==> src/rtl/frame_streamer_if.sv <==
// Video streaming handshake between frame_streamer and a sync generator.
// A beat transfers on a rising edge where out_valid and out_ready are both 1.
interface frame_streamer_if;
  logic        out_valid;
  logic        out_ready;
  logic [23:0] out_data;
  logic        out_sop;
  logic        out_eop;
  logic        out_empty;

  modport master (output out_valid, out_data, out_sop, out_eop, out_empty, input out_ready);
  modport slave  (input out_valid, out_data, out_sop, out_eop, out_empty, output out_ready);
endinterface

==> src/rtl/frame_streamer.sv <==
// Streams a ROM-stored grey image (optionally scaled x2/x4) into a raster frame,
// filling the area outside the image with a background colour.
module frame_streamer #(
  parameter int          H_ACTIVE   = 640,
  parameter int          V_ACTIVE   = 480,
  parameter int          IMG_W      = 256,
  parameter int          IMG_H      = 256,
  parameter int          NUM_IMAGES = 2,
  parameter int          X_OFF      = 0,
  parameter int          Y_OFF      = 0,
  parameter int          ADDR_W     = 19,
  parameter int          PIX_W      = 8,
  parameter logic [23:0] BG_COLOR   = 24'h000000,
  localparam int         SEL_W      = (NUM_IMAGES > 1) ? $clog2(NUM_IMAGES) : 1
) (
  input  logic              clk,
  input  logic              reset,
  input  logic              enable,
  input  logic [SEL_W-1:0]  image_sel,
  input  logic [1:0]        scale,
  output logic [ADDR_W-1:0] rom_addr,
  input  logic [PIX_W-1:0]  rom_data,
  frame_streamer_if.master  vid,
  output logic              frame_done,
  output logic [1:0]        dbg_state
);
  localparam int XW = (H_ACTIVE > 1) ? $clog2(H_ACTIVE) : 1;
  localparam int YW = (V_ACTIVE > 1) ? $clog2(V_ACTIVE) : 1;

  localparam logic [1:0] S_IDLE   = 2'd0;
  localparam logic [1:0] S_PRIME  = 2'd1;
  localparam logic [1:0] S_STREAM = 2'd2;

  logic [1:0]       r_state;
  logic [XW-1:0]    r_x;
  logic [YW-1:0]    r_y;
  logic [SEL_W-1:0] r_sel;
  logic [1:0]       r_scale;
  logic             r_inside;
  logic             r_done;

  logic             w_xfer, w_last_x, w_last_y, w_eop, w_restart;
  logic [XW-1:0]    w_nx, w_ax;
  logic [YW-1:0]    w_ny, w_ay;
  logic [SEL_W-1:0] w_asel;
  logic [1:0]       w_asc, w_sh;
  logic [31:0]      w_ax32, w_ay32, w_dx, w_dy, w_wspan, w_hspan;
  logic             w_in;
  logic [7:0]       w_chan;

  assign w_xfer    = (r_state == S_STREAM) && vid.out_ready;
  assign w_last_x  = (r_x == XW'(H_ACTIVE - 1));
  assign w_last_y  = (r_y == YW'(V_ACTIVE - 1));
  assign w_eop     = (r_state == S_STREAM) && w_last_x && w_last_y;
  assign w_restart = w_xfer && w_eop && enable;

  always_comb begin
    w_nx = r_x + XW'(1);
    w_ny = r_y;
    if (w_last_x) begin
      w_nx = '0;
      w_ny = w_last_y ? '0 : r_y + YW'(1);
    end
  end

  // The ROM is addressed for the beat that will be on the output next cycle:
  // the following pixel when this beat transfers, otherwise the current one again.
  // Back-to-back frames take the new image/scale here, so no priming bubble is needed.
  always_comb begin
    w_ax   = r_x;
    w_ay   = r_y;
    w_asel = r_sel;
    w_asc  = r_scale;
    if (w_xfer) begin
      w_ax = w_nx;
      w_ay = w_ny;
    end
    if (w_restart) begin
      w_asel = image_sel;
      w_asc  = scale;
    end
  end

  assign w_sh    = (w_asc == 2'd1) ? 2'd1 : (w_asc == 2'd2) ? 2'd2 : 2'd0;
  assign w_ax32  = 32'(w_ax);
  assign w_ay32  = 32'(w_ay);
  assign w_dx    = w_ax32 - 32'(X_OFF);
  assign w_dy    = w_ay32 - 32'(Y_OFF);
  assign w_wspan = 32'(IMG_W) << w_sh;
  assign w_hspan = 32'(IMG_H) << w_sh;
  assign w_in    = (w_ax32 >= 32'(X_OFF)) && (w_ax32 < 32'(X_OFF) + w_wspan) &&
                   (w_ay32 >= 32'(Y_OFF)) && (w_ay32 < 32'(Y_OFF) + w_hspan);

  assign rom_addr = (r_state == S_IDLE) ? '0 :
                    ADDR_W'(32'(w_asel) * 32'(IMG_W * IMG_H) +
                            (w_dy >> w_sh) * 32'(IMG_W) + (w_dx >> w_sh));

  generate
    if (PIX_W >= 8) begin : g_chan_trunc
      assign w_chan = rom_data[PIX_W-1 -: 8];
    end else begin : g_chan_pad
      assign w_chan = {rom_data, {(8 - PIX_W){1'b0}}};
    end
  endgenerate

  always_ff @(posedge clk) begin
    if (reset) begin
      r_state  <= S_IDLE;
      r_x      <= '0;
      r_y      <= '0;
      r_sel    <= '0;
      r_scale  <= 2'd0;
      r_inside <= 1'b0;
      r_done   <= 1'b0;
    end else begin
      r_done   <= w_xfer && w_eop;
      r_inside <= w_in;
      case (r_state)
        S_IDLE: begin
          if (enable) begin
            r_sel   <= image_sel;
            r_scale <= scale;
            r_state <= S_PRIME;
          end
        end
        S_PRIME: r_state <= S_STREAM;
        S_STREAM: begin
          if (w_xfer) begin
            r_x <= w_nx;
            r_y <= w_ny;
            if (w_eop) begin
              if (enable) begin
                r_sel   <= image_sel;
                r_scale <= scale;
              end else begin
                r_state <= S_IDLE;
              end
            end
          end
        end
        default: r_state <= S_IDLE;
      endcase
    end
  end

  assign vid.out_valid = (r_state == S_STREAM);
  assign vid.out_sop   = (r_state == S_STREAM) && (r_x == '0) && (r_y == '0);
  assign vid.out_eop   = w_eop;
  assign vid.out_empty = 1'b0;
  assign vid.out_data  = (r_state != S_STREAM) ? 24'h0 :
                         r_inside ? {w_chan, w_chan, w_chan} : BG_COLOR;
  assign frame_done    = r_done;
  assign dbg_state     = r_state;
endmodule
==> src/flat_wrapper.sv <==
// flat-port wrapper written by rule: the top's interface ports become plain ports
module frame_streamer_flat 
#(
  parameter int          H_ACTIVE   = 640,
  parameter int          V_ACTIVE   = 480,
  parameter int          IMG_W      = 256,
  parameter int          IMG_H      = 256,
  parameter int          NUM_IMAGES = 2,
  parameter int          X_OFF      = 0,
  parameter int          Y_OFF      = 0,
  parameter int          ADDR_W     = 19,
  parameter int          PIX_W      = 8,
  parameter logic [23:0] BG_COLOR   = 24'h000000,
  localparam int         SEL_W      = (NUM_IMAGES > 1) ? $clog2(NUM_IMAGES) : 1
)
  (clk, reset, enable, image_sel, scale, rom_addr, rom_data, frame_done, dbg_state, vid_out_valid, vid_out_data, vid_out_sop, vid_out_eop, vid_out_empty, vid_out_ready);
  frame_streamer_if vid_i ();
  input  logic clk;
  input  logic reset;
  input  logic enable;
  input  logic [SEL_W-1:0] image_sel;
  input  logic [1:0] scale;
  output logic [ADDR_W-1:0] rom_addr;
  input  logic [PIX_W-1:0] rom_data;
  output logic frame_done;
  output logic [1:0] dbg_state;
  output wire logic [$bits(vid_i.out_valid)-1:0] vid_out_valid;
  output wire logic [$bits(vid_i.out_data)-1:0] vid_out_data;
  output wire logic [$bits(vid_i.out_sop)-1:0] vid_out_sop;
  output wire logic [$bits(vid_i.out_eop)-1:0] vid_out_eop;
  output wire logic [$bits(vid_i.out_empty)-1:0] vid_out_empty;
  input wire logic [$bits(vid_i.out_ready)-1:0] vid_out_ready;
  assign vid_out_valid = vid_i.out_valid;
  assign vid_out_data = vid_i.out_data;
  assign vid_out_sop = vid_i.out_sop;
  assign vid_out_eop = vid_i.out_eop;
  assign vid_out_empty = vid_i.out_empty;
  assign vid_i.out_ready = vid_out_ready;
  frame_streamer #(.H_ACTIVE(H_ACTIVE), .V_ACTIVE(V_ACTIVE), .IMG_W(IMG_W), .IMG_H(IMG_H), .NUM_IMAGES(NUM_IMAGES), .X_OFF(X_OFF), .Y_OFF(Y_OFF), .ADDR_W(ADDR_W), .PIX_W(PIX_W), .BG_COLOR(BG_COLOR)) u_core (.clk(clk), .reset(reset), .enable(enable), .image_sel(image_sel), .scale(scale), .rom_addr(rom_addr), .rom_data(rom_data), .vid(vid_i), .frame_done(frame_done), .dbg_state(dbg_state));
endmodule
==> config.mk <==
export PLATFORM = sky130hd
export DESIGN_NAME = frame_streamer_flat
export DESIGN_NICKNAME = d
export VERILOG_FILES = /design/src/rtl/frame_streamer_if.sv /design/src/rtl/frame_streamer.sv /design/src/flat_wrapper.sv
export SDC_FILE = /design/constraint.sdc
export NUM_CORES = 1
export LEC_CHECK = 0
export ABC_AREA = 1
export CORE_MARGIN = 5
export CORE_UTILIZATION = 50
export CTS_CLUSTER_SIZE = 10
export DETAILED_ROUTE_END_ITERATION = 10
export PLACE_DENSITY_LB_ADDON = 0.05
export SYNTH_ARGS = -nofsm -noshare
export SYNTH_HDL_FRONTEND = slang
export SYNTH_SLANG_ARGS = --single-unit
==> constraint.sdc <==
create_clock -name clk -period 5.7 [get_ports clk]
set_input_delay 0.57 -clock clk [delete_from_list [all_inputs] [get_ports clk]]
set_output_delay 0.57 -clock clk [all_outputs]
set_load 0.01 [all_outputs]
==> out/summary.txt <==
Longest Clk Path Bufs = 2
Total vias in the final route = 2700
Htree depth = 1
Vias in the first global route = 2484
Synth top area share = 0.203
Sw Ratio = 0.291
Crit-path max FO = 9
Drt drc = 0
Unrepaired setup endpoints after global routing = false
Worst R2R Path Depth = 16
Final period util = 0.916
Cts bufs inserted = 3
Worst setup path class = reg2out
CP Launch Type = flop
Rel. slew slack = 0.343
Fmax = 192 MHz
Rows = 26
Setup WS post-layout = 0.479 ns
Root buf cell = clkbuf_8
Die footprint = 6670 um2
Post-synthesis sequential area ratio = 0.203
Setup total negative slack = 0 ns
Synth cell types = 36
Worst Hold Depth = 2
Clk pin slew, worst setup/hold paths = 0.10 ns
Grt total ovfl = 0
Status = finished clean
Cells after Synth = 420
Pwr Total = 0.471 mW
Critical path endpoint category = output port
Filler cells = 479
Nets = 495
Clk pwr share = 0.329
Clk sink count = 26
Clock skew = 0.00824 ns
Core region area = 5040 um2
Worst-Margin Slew = 0.983 ns
Mapped Nets = 452
Share of layout cells above drive strength 1 = 0.106
Period minus WS final = 5.22 ns
DRT iter0 DRCs = 220
Detail Placement HPWL = 5.53 mm
Worst slack, placed = 0.374 ns
Power Density = 146 nW/um2
Required time of the critical path = 5.13 ns
Fin util = 0.638
Ports = 65
Die height = 81.7 um
GRT Util Overall = 0.216
Final Cell Area = 3220 um2
Drt total wl = 6.83 mm
Inst Count DP = 528
Internal = 0.334 mW
Pin count of the biggest net entering global routing = 27
Syn-to-layout area delta = 25.2%
Switch Pwr = 0.137 mW
Placed Area = 3130 um2
Reg power frac = 0.406
Synthesis Warnings = 0
Crit path arrival time = 4.65 ns
First-pass GRT wire length = 11.5 mm
Initial antenna violation count = 0
#FFs+latches synth = 26
Syn Area/Cell = 6.12 um2
Finished Layout Cells = 532
Placer Congestion = 0.921
TritonCTS clock tree = built
HP Class = reg2reg
Hold_buf cts = 0
Initial Util = 0.509
Die Width = 81.7 um
Cell taking the most area after synthesis = dfxtp_1
Drt first pass iters = 4
Avg WL per Cell = 12.8 um
Postcts setup bufs = 0
Leading post-synthesis cells by cell area = dfxtp_1 (20%), nand2_1 (13%), nor2_1 (9.4%)
# setup viols final = 0
Peak supply drop = 0.0935 mV
Static leakage = 1.35 nW
Slew Viols, Final = 0
Hold WS = 0.480 ns
Final hold violations = 0
ANT cells = 0
Cell area after synthesis = 2570 um2
IO Port Bufs = 63
Total of max-cap violations = 0
Worst skew pair latency = 0.27 ns
Vias/cell = 5.08
Final antenna-violating net count = 0
CTS resizes = 0
Logic pwr share = 0.265
==> layer usage <==
layer  part of all wire  global-route usage  vias to the layer above
met3              0.091              0.0373                        4
met2               0.44               0.362                      104
met4             0.0092              0.0548                        0
met1               0.46               0.287                     1187
li1                   -                   -                     1405
met5                  0                   0                        -
==> cell type report <==
class | instances | area, um2 | area share
inverters | 58 | 220 | 0.0685
clock buffers | 3 | 41.3 | 0.0128
repair buffers | 68 | 668 | 0.208
multi-input cells | 306 | 1650 | 0.513
clock inverters | 1 | 30.0 | 0.00933
well taps | 70 | 87.6 | 0.0272
flip-flops and latches | 26 | 520 | 0.162
==> cells in the mapped netlist, drive strengths merged <==
library cell  count
a21oi            19
inv              58
o211ai            1
o21ai            33
conb              1
xor2              2
xnor2             1
nand2            98
nand3b            2
buf              23
dfxtp            26
nand4            10
ha               16
fa                1
a31oi             1
clkbuf            7
nand3            31
mux2i             1
nor3              7
nor2             76
mux2              1
a211oi            2
nor4              3
==> cells in the final DEF, fill, tap and decap left out, types with 2 or more instances in the layout <==
master / instances
a211oi_1: 2
nand3_2: 6
inv_2: 5
nand2_2: 9
nand4_1: 10
clkdlybuf4s50_1: 63
o21ai_0: 30
xor2_1: 2
ha_1: 15
a21oi_1: 19
buf_4: 5
nand3_1: 24
clkbuf_8: 3
o21ai_1: 2
nand2_1: 89
nor4_1: 3
dfxtp_1: 26
nor3_2: 2
nor2_4: 5
inv_1: 52
nor3_1: 5
nor2_1: 64
nor2_2: 7
==> logic make-up (layout without fill, tap and decap cells) <==
family / count (synthesis) / count (layout) / share of synthesized area
AOI/OAI and AO/OA: 56 / 56 / 0.113
xor gates and xnor gates: 3 / 3 / 0.0102
adders and majority gates: 17 / 17 / 0.0857
buffers and inverters: 88 / 130 / 0.160
DFF: 26 / 26 / 0.203
muxes: 2 / 2 / 0.00828
other: 1 / 1 / 0.00146
and+or+nand+nor: 227 / 227 / 0.419
==> power groups by stage <==
stage | logic (mW) | clock network (mW) | registers, mW
floorplan | 0.0792 | 0 | 0.193
global placement | 0.122 | 0 | 0.195
detailed placement | 0.123 | 0 | 0.196
CTS | 0.124 | 0.157 | 0.191
global route | 0.140 | 0.167 | 0.192
finish | 0.125 | 0.155 | 0.191
==> flip-flops by register name, summed over array words and instances, names as in the netlist <==
register,count
u_core.r_y,9
u_core.dbg_state,2
u_core.r_x,10
u_core.r_sel,1
u_core.r_inside,1
u_core.frame_done,1
u_core.r_scale,2
==> path summary, 6_finish.rpt <==
check | from | endpoint | slack (ns)
min reg2reg | u_core.r_scale[0] | u_core.r_scale[0] | 0.48
max reg2reg | u_core.r_y[0] | u_core.r_inside | 2.80
max | u_core.r_y[0] | rom_addr[17] | 0.48
min | u_core.r_scale[0] | u_core.r_scale[0] | 0.48
==> critical path: stages, from the launching register on <==
cell and delay (ns):
dfxtp_1 0.40, ha_1 0.18, nand2_1 0.08, nor2_2 0.18, inv_1 0.08, nor2_2 0.13
nand4_1 0.16, nor3_2 0.22, inv_1 0.12, nand2_1 0.07, nand2_1 0.09, ha_1 0.23
inv_1 0.23, ha_1 0.21, inv_1 0.07, nor2_1 0.09, ha_1 0.24, ha_1 0.23
fa_1 0.40, nand2_1 0.14, nor2_2 0.07, nand3_1 0.07, nand2_1 0.05, nor2_1 0.10
clkdlybuf4s50_1 0.54
Power figures use the tool's default switching activity.
